==> src/rtl/alu_pkg.sv <==
// alu_pkg: op codes, FSM states and the
// multi-cycle nop rule shared by alu_mc.
package alu_pkg;

  localparam logic [3:0] OP_ADDU = 4'b0000;
  localparam logic [3:0] OP_SUBU = 4'b0001;
  localparam logic [3:0] OP_ADD  = 4'b0010;
  localparam logic [3:0] OP_SUB  = 4'b0011;
  localparam logic [3:0] OP_AND  = 4'b0100;
  localparam logic [3:0] OP_OR   = 4'b0101;
  localparam logic [3:0] OP_XOR  = 4'b0110;
  localparam logic [3:0] OP_NOR  = 4'b0111;
  localparam logic [3:0] OP_LUI  = 4'b1000;
  localparam logic [3:0] OP_SLT  = 4'b1010;
  localparam logic [3:0] OP_SLTU = 4'b1011;
  localparam logic [3:0] OP_SRA  = 4'b1100;
  localparam logic [3:0] OP_SRL  = 4'b1101;
  localparam logic [3:0] OP_SLL  = 4'b1110;

  localparam logic [4:0] OP_MULTU = 5'b10000;
  localparam logic [4:0] OP_MULT  = 5'b10001;
  localparam logic [4:0] OP_DIVU  = 5'b10010;
  localparam logic [4:0] OP_DIV   = 5'b10011;

  typedef enum logic [1:0] {
    IDLE = 2'd0,
    ITER = 2'd1,
    FIX  = 2'd2
  } state_t;

  // Unassigned multi-cycle codes complete at once and touch nothing.
  function automatic logic is_nop(input logic [4:0] op);
    return op[4] && (op[3:2] != 2'b00);
  endfunction

endpackage

==> src/rtl/alu_comb.sv <==
// alu_comb: combinational single-cycle ALU
// producing a result and zero/carry/negative/overflow.
module alu_comb
  import alu_pkg::*;
#(
  parameter int WIDTH = 32
) (
  input  logic [3:0]       op,
  input  logic [WIDTH-1:0] a,
  input  logic [WIDTH-1:0] b,
  output logic [WIDTH-1:0] res,
  output logic             zero,
  output logic             carry,
  output logic             negative,
  output logic             overflow
);

  localparam int SHW = $clog2(WIDTH);

  logic [WIDTH:0]   sum;
  logic [WIDTH:0]   dif;
  logic [SHW-1:0]   sh;
  logic             ov_add;
  logic             ov_sub;

  always_comb begin
    sum = {1'b0, a} + {1'b0, b};
    dif = {1'b0, a} - {1'b0, b};
    sh  = a[SHW-1:0];
    ov_add = (a[WIDTH-1] == b[WIDTH-1])
          && (sum[WIDTH-1] != a[WIDTH-1]);
    ov_sub = (a[WIDTH-1] != b[WIDTH-1])
          && (dif[WIDTH-1] != a[WIDTH-1]);
    res      = '0;
    carry    = 1'b0;
    overflow = 1'b0;
    // Signed and unsigned add/sub differ only in trapping, not here.
    unique casez (op)
      4'b00?0: begin
        res      = sum[WIDTH-1:0];
        carry    = sum[WIDTH];
        overflow = ov_add;
      end
      4'b00?1: begin
        res      = dif[WIDTH-1:0];
        carry    = dif[WIDTH];
        overflow = ov_sub;
      end
      OP_AND:  res = a & b;
      OP_OR:   res = a | b;
      OP_XOR:  res = a ^ b;
      OP_NOR:  res = ~(a | b);
      4'b100?: res = b << (WIDTH / 2);
      OP_SLT:
        res = {{(WIDTH-1){1'b0}},
               ($signed(a) < $signed(b))};
      OP_SLTU:
        res = {{(WIDTH-1){1'b0}}, (a < b)};
      OP_SRA:  res = $signed(b) >>> sh;
      OP_SRL:  res = b >> sh;
      4'b111?: res = b << sh;
      default: res = '0;
    endcase
    zero     = (res == '0);
    negative = res[WIDTH-1];
  end

endmodule

==> src/rtl/alu_mc.sv <==
// alu_mc: registered single-cycle ALU plus an
// iterative multiply/divide unit writing hi/lo.
module alu_mc
  import alu_pkg::*;
#(
  parameter int WIDTH = 32
) (
  input  logic             clk,
  input  logic             reset,
  input  logic             start,
  input  logic [4:0]       op,
  input  logic [WIDTH-1:0] a,
  input  logic [WIDTH-1:0] b,
  output logic [WIDTH-1:0] r,
  output logic             zero,
  output logic             carry,
  output logic             negative,
  output logic             overflow,
  output logic [WIDTH-1:0] hi,
  output logic [WIDTH-1:0] lo,
  output logic             div_zero,
  output logic             busy,
  output logic             done
);

  localparam int SHW = $clog2(WIDTH);
  localparam logic [SHW-1:0] CNT_LAST = SHW'(WIDTH - 1);

  state_t           state_q, state_d;
  logic [SHW-1:0]   cnt_q, cnt_d;
  logic [WIDTH-1:0] acc_q, acc_d;
  logic [WIDTH-1:0] lq_q, lq_d;
  logic [WIDTH-1:0] m_q, m_d;
  logic [WIDTH-1:0] a_q, a_d;
  logic             neg_a_q, neg_a_d;
  logic             neg_b_q, neg_b_d;
  logic             div_q, div_d;
  logic             sgn_q, sgn_d;
  logic [WIDTH-1:0] r_q, r_d;
  logic [3:0]       flg_q, flg_d;
  logic [WIDTH-1:0] hi_q, hi_d;
  logic [WIDTH-1:0] lo_q, lo_d;
  logic             dz_q, dz_d;
  logic             busy_q, busy_d;
  logic             done_q, done_d;

  logic [WIDTH-1:0] c_res;
  logic             c_z, c_c, c_n, c_v;

  alu_comb #(.WIDTH(WIDTH)) u_comb (
    .op       (op[3:0]),
    .a        (a),
    .b        (b),
    .res      (c_res),
    .zero     (c_z),
    .carry    (c_c),
    .negative (c_n),
    .overflow (c_v)
  );

  logic [WIDTH:0]     mul_sum;
  logic [WIDTH:0]     div_sh;
  logic               div_ge;
  logic [2*WIDTH-1:0] prod;
  logic [WIDTH-1:0]   quo;
  logic [WIDTH-1:0]   rem;
  logic               flip;

  always_comb begin
    mul_sum = {1'b0, acc_q}
            + (lq_q[0] ? {1'b0, m_q} : {(WIDTH+1){1'b0}});
    div_sh  = {acc_q, lq_q[WIDTH-1]};
    div_ge  = (div_sh >= {1'b0, m_q});
    flip    = sgn_q && (neg_a_q ^ neg_b_q);
    prod    = {acc_q, lq_q};
    if (flip) prod = -prod;
    quo = flip ? -lq_q : lq_q;
    rem = (sgn_q && neg_a_q) ? -acc_q : acc_q;
  end

  always_comb begin
    state_d = state_q;
    cnt_d   = cnt_q;
    acc_d   = acc_q;
    lq_d    = lq_q;
    m_d     = m_q;
    a_d     = a_q;
    neg_a_d = neg_a_q;
    neg_b_d = neg_b_q;
    div_d   = div_q;
    sgn_d   = sgn_q;
    r_d     = r_q;
    flg_d   = flg_q;
    hi_d    = hi_q;
    lo_d    = lo_q;
    dz_d    = dz_q;
    done_d  = 1'b0;
    unique case (state_q)
      IDLE: begin
        if (start) begin
          if (!op[4]) begin
            r_d    = c_res;
            flg_d  = {c_z, c_c, c_n, c_v};
            done_d = 1'b1;
          end else if (is_nop(op)) begin
            done_d = 1'b1;
          end else begin
            sgn_d   = op[0];
            div_d   = op[1];
            neg_a_d = op[0] & a[WIDTH-1];
            neg_b_d = op[0] & b[WIDTH-1];
            lq_d    = neg_a_d ? -a : a;
            m_d     = neg_b_d ? -b : b;
            a_d     = a;
            acc_d   = '0;
            cnt_d   = CNT_LAST;
            state_d = ITER;
          end
        end
      end
      ITER: begin
        // Divide: restoring step; multiply: shift-add step.
        if (div_q) begin
          acc_d = div_ge ? (div_sh[WIDTH-1:0] - m_q)
                         : div_sh[WIDTH-1:0];
          lq_d  = {lq_q[WIDTH-2:0], div_ge};
        end else begin
          acc_d = mul_sum[WIDTH:1];
          lq_d  = {mul_sum[0], lq_q[WIDTH-1:1]};
        end
        if (cnt_q == '0) state_d = FIX;
        else             cnt_d   = cnt_q - 1'b1;
      end
      FIX: begin
        done_d  = 1'b1;
        state_d = IDLE;
        if (!div_q) begin
          {hi_d, lo_d} = prod;
          dz_d = 1'b0;
        end else if (m_q == '0) begin
          hi_d = a_q;
          lo_d = '1;
          dz_d = 1'b1;
        end else begin
          hi_d = rem;
          lo_d = quo;
          dz_d = 1'b0;
        end
      end
      default: state_d = IDLE;
    endcase
    busy_d = (state_d != IDLE);
  end

  always_ff @(posedge clk or posedge reset) begin
    if (reset) begin
      state_q <= IDLE;
      cnt_q   <= '0;
      acc_q   <= '0;
      lq_q    <= '0;
      m_q     <= '0;
      a_q     <= '0;
      neg_a_q <= 1'b0;
      neg_b_q <= 1'b0;
      div_q   <= 1'b0;
      sgn_q   <= 1'b0;
      r_q     <= '0;
      flg_q   <= '0;
      hi_q    <= '0;
      lo_q    <= '0;
      dz_q    <= 1'b0;
      busy_q  <= 1'b0;
      done_q  <= 1'b0;
    end else begin
      state_q <= state_d;
      cnt_q   <= cnt_d;
      acc_q   <= acc_d;
      lq_q    <= lq_d;
      m_q     <= m_d;
      a_q     <= a_d;
      neg_a_q <= neg_a_d;
      neg_b_q <= neg_b_d;
      div_q   <= div_d;
      sgn_q   <= sgn_d;
      r_q     <= r_d;
      flg_q   <= flg_d;
      hi_q    <= hi_d;
      lo_q    <= lo_d;
      dz_q    <= dz_d;
      busy_q  <= busy_d;
      done_q  <= done_d;
    end
  end

  assign r        = r_q;
  assign zero     = flg_q[3];
  assign carry    = flg_q[2];
  assign negative = flg_q[1];
  assign overflow = flg_q[0];
  assign hi       = hi_q;
  assign lo       = lo_q;
  assign div_zero = dz_q;
  assign busy     = busy_q;
  assign done     = done_q;

endmodule

==> config.mk <==
export PLATFORM = sky130hd
export DESIGN_NAME = alu_mc
export DESIGN_NICKNAME = d
export VERILOG_FILES = /design/src/rtl/alu_pkg.sv /design/src/rtl/alu_comb.sv /design/src/rtl/alu_mc.sv
export SDC_FILE = /design/constraint.sdc
export NUM_CORES = 2
export LEC_CHECK = 0
export CORE_UTILIZATION = 45
export CTS_BUF_LIST = sky130_fd_sc_hd__clkbuf_4
export CTS_CLUSTER_DIAMETER = 80
export CTS_CLUSTER_SIZE = 12
export DETAILED_ROUTE_END_ITERATION = 8
export HOLD_SLACK_MARGIN = 0.02
export SLEW_MARGIN = 40
export SYNTH_ARGS = -nofsm -noshare
export SYNTH_HDL_FRONTEND = slang
export SYNTH_HIERARCHICAL = 1
export SYNTH_SLANG_ARGS = --single-unit
==> constraint.sdc <==
create_clock -name clk -period 8.91 [get_ports clk]
set_input_delay 1.3365 -clock clk [delete_from_list [all_inputs] [get_ports clk]]
set_output_delay 1.3365 -clock clk [all_outputs]
set_load 0.05 [all_outputs]
==> metrics.csv <==
metric;value;unit
status;finished clean;
# setup viols final;0;
Slew @ Worst Pin;0.953;ns
Max-slew headroom;0.359;
clock-pin slew on the worst setup and hold paths;0.11;ns
first-pass GRT wire length;184;mm
final WL;124;mm
layout cells sized above 1;0.0782;
Vias;30000;
io pins;175;
hold crit path type;register to register;
Worst setup EP type;register;
All-Layer GR Usage;0.384;
post-DR wirelength/cell;27.5;um
Die ar.;0.0626;mm^2
total negative slack;0;ns
Core ar.;0.0606;mm^2
Horiz. Die Dim;250;um
R2R setup slack;4.69;ns
synthesized area;0.0277;mm^2
CTS sink count;242;
Seq. cell area;0.00606;mm^2
clk_lat worst skew;0.92;ns
residual DRC count;0;
number of synthesized flops with an enable pin;0;
Hold EP;hi[9]$_DFFE_PP0P_;
Hold Buf Count CTS;0;
initial core utilization;0.457;
CTS root buf;clkbuf_4;
cells along the critical path;clkdlybuf4s50_1 -> inv_1 -> ha_1 -> nor2_1 -> a2111oi_0 -> o21ai_1 -> a21oi_1 -> o2111ai_1 -> a31o_1 -> or4_1 -> or4_1 -> nor4_1 -> nand4b_1 -> nor4b_2 -> mux2_2;
reg2reg start;lq_q[0]$_DFFE_PP0P_;
P_leak;0.0127;uW
slowest stage cell, crit path;clkdlybuf4s50_1;
Port Buf Inserts;174;
Netlist cell types;96;
Max FO, Critical Path;12;
Max H-tree Level;1;
PwrDens;327;mW/mm^2
vias in the first global route;28400;
Synth async-reset ratio;1.00;
Final Max Tran Viols;0;
cts bufs inserted;27;
FF+latch count, synth;242;
Compound-Gate Fraction of Synth Area;0.271;
largest family of logic cells by synthesized area;compound AO/OA/AOI/OAI gates;
# resized after CTS;0;
Initial DRT Pass Iterations;9;
initial antenna violation count;6;
CP required;9.75;ns
fin cells;4492;
DP Cell Count;4450;
fin nets;3938;
VDD IR max;0.000206;V
cell count after synthesis;3697;
Crit Path Class;input port to register;
Main synth FF type;dfrtp_1;
sequential area share after synthesis;0.218;
Mapped Avg Cell Area;7.50;um^2
CP Launch Type;input port;
worst flop-to-flop path endpoint;acc_q[29]$_DFFE_PP0P_;
Avg Vias per Cell;6.67;
pin count of the biggest net entering global routing;107;
fin crit period;6.17;ns
total power draw;9930;uW
post-synthesis mux area share;0.0951;
multi-input logic area;0.0201;mm^2
Final Hold Viols;0;
hpwl dp;92.4;mm
grt ovf;0;
1st-iter DRT viols;3408;
FF-to-FF path depth;12;
Post-Synth Adder-Cell Area;0.0774;
Layout area overhead;9.39;%
Clock Skews;0.176;ns
Yosys warning count;6;
Hold Crit Start;hi[9]$_DFFE_PP0P_;
Post-DP Area;0.0300;mm^2
Max Cap Viol;0;
Worst path most repeated cell;or4_1;
worst hold slack;0.488;ns
CTS max path bufs;3;
Post-CTS Setup Inserts;0;
Largest stage delay, worst path;0.98;ns
Synth Area in XOR/XNOR;0.0660;
fillers;5976;
TritonCTS clock tree;done;
Highest Clock Rate;162;MHz
synthesized netlist net count;3938;
Die Ht;250;um
RSZ-0062 raised after global routing;false;
Post-Synth Simple-Gate Area;0.210;
WHS Path Cells;2;
final period utilization;0.693;
antenna-violating nets left;0;
RePlAce Congestion;1.03;
fin area;0.0303;mm^2
Rows;90;
CP Data Arrival Time;7.01;ns
state kept, by name, summed over array words and instances, names as in the netlist:
signal,flops
lo,32
m_q,32
a_q,32
sgn_q,1
busy,1
hi,32
done,1
cnt_q,5
r,32
state_q,2
neg_b_q,1
div_zero,1
neg_a_q,1
lq_q,32
div_q,1
acc_q,32
flg_q,4
worst max-delay path by stage:
stage / start / cells after the start / to
finish: b[4] / 15 / flg_q[3]$_DFFE_PP0P_
global placement: b[2] / 15 / flg_q[3]$_DFFE_PP0P_
global route: b[2] / 15 / flg_q[3]$_DFFE_PP0P_
CTS: b[2] / 15 / flg_q[3]$_DFFE_PP0P_
detailed placement: b[2] / 15 / flg_q[3]$_DFFE_PP0P_
floorplan: reset / 1 / a_q[0]$_DFFE_PP0P_
synth_stat cells (19+ instances only):
library cell	count	area [um^2]
nand3_1	56	280
clkbuf_1	216	811
mux4_2	40	901
o21ai_0	302	1510
nor2b_1	32	200
nand2_1	481	1810
o31ai_1	25	188
nor3_1	67	335
buf_1	25	93.8
nand2b_1	26	163
nand4_1	29	181
a31oi_1	54	338
o211ai_1	57	428
dfrtp_1	242	6060
a221oi_1	20	175
and3_1	35	219
mux2i_1	90	901
o221ai_1	25	219
o21bai_1	20	150
a21o_1	48	360
o21a_1	22	165
and2_1	19	119
a211oi_1	41	308
or4_1	22	165
o22ai_1	28	175
ha_1	165	2060
nor4_1	45	282
mux2_2	65	732
xor2_1	81	709
a22oi_1	42	315
inv_1	148	556
xnor2_1	128	1120
buf_2	24	120
a21oi_1	312	1560
nor2_1	360	1350
per-stage QoR:
stage          utilization  setup slack [ns]
2_1_floorplan            -             0.929
3_3_place_gp         0.494              2.01
3_5_place_dp         0.495              1.97
4_1_cts              0.500              2.92
5_1_grt              0.500              2.54
6_report             0.500              2.74
critical path: cells and delay by family:
family	cells	cell delay, ns
AND/OR/NAND/NOR	6	2.03
buffers and inverters	2	1.13
adder cells (fa/ha/maj)	1	0.50
AO/OA/AOI/OAI	5	1.82
multiplexers	1	0.17
cells in the final DEF (no fill, tap or decap), drive strengths merged, types with 20 or more instances in the layout:
cell             n
nand3           56
nor2           361
nand2          482
a31oi           54
inv            152
nand4           29
xnor2          128
o31ai           25
o221ai          25
nor3            70
nor4            47
a21oi          312
a21o            48
mux4            40
mux2            74
mux2i           90
a221oi          20
a22oi           42
nor2b           32
ha             165
buf             82
o211ai          57
o21bai          20
xor2            81
and3            35
a211oi          41
clkbuf          29
o21ai          312
o22ai           28
or4             24
nand2b          26
dfrtp          242
clkdlybuf4s50  164
o21a            22
layer usage:
metal,global-route usage,vias up,part of all wire
met5,0,-,0.00011
met4,0.231,2,0.072
met3,0.0714,408,0.095
met2,0.599,1817,0.44
met1,0.493,14300,0.39
li1,-,13500,-
cell families after synthesis:
| family | Yosys count |
|---|---|
| AO/OA/AOI/OAI | 1177 |
| XOR/XNOR | 209 |
| adder cells (fa/ha/maj) | 169 |
| buffers and inverters | 433 |
| flip-flops | 242 |
| multiplexers | 204 |
| AND/OR/NAND/NOR | 1263 |
power breakdown:
group	leakage, uW	switching (uW)	internal (uW)
Combinational	0.00964	4320	2580
Sequential	0.00290	730	1640
Clock	0.000184	441	220
layout make-up:
type	count	area share
Tap cell	782	0.0323
Antenna cell	3	0.000248
Clock inverter	10	0.00404
Clock buffer	29	0.00718
Timing Repair Buffer	246	0.0744
Inverter	158	0.0200
Sequential cell	242	0.200
Multi-Input combinational cell	3022	0.662
Note: power is estimated with default switching activity, not from simulation.
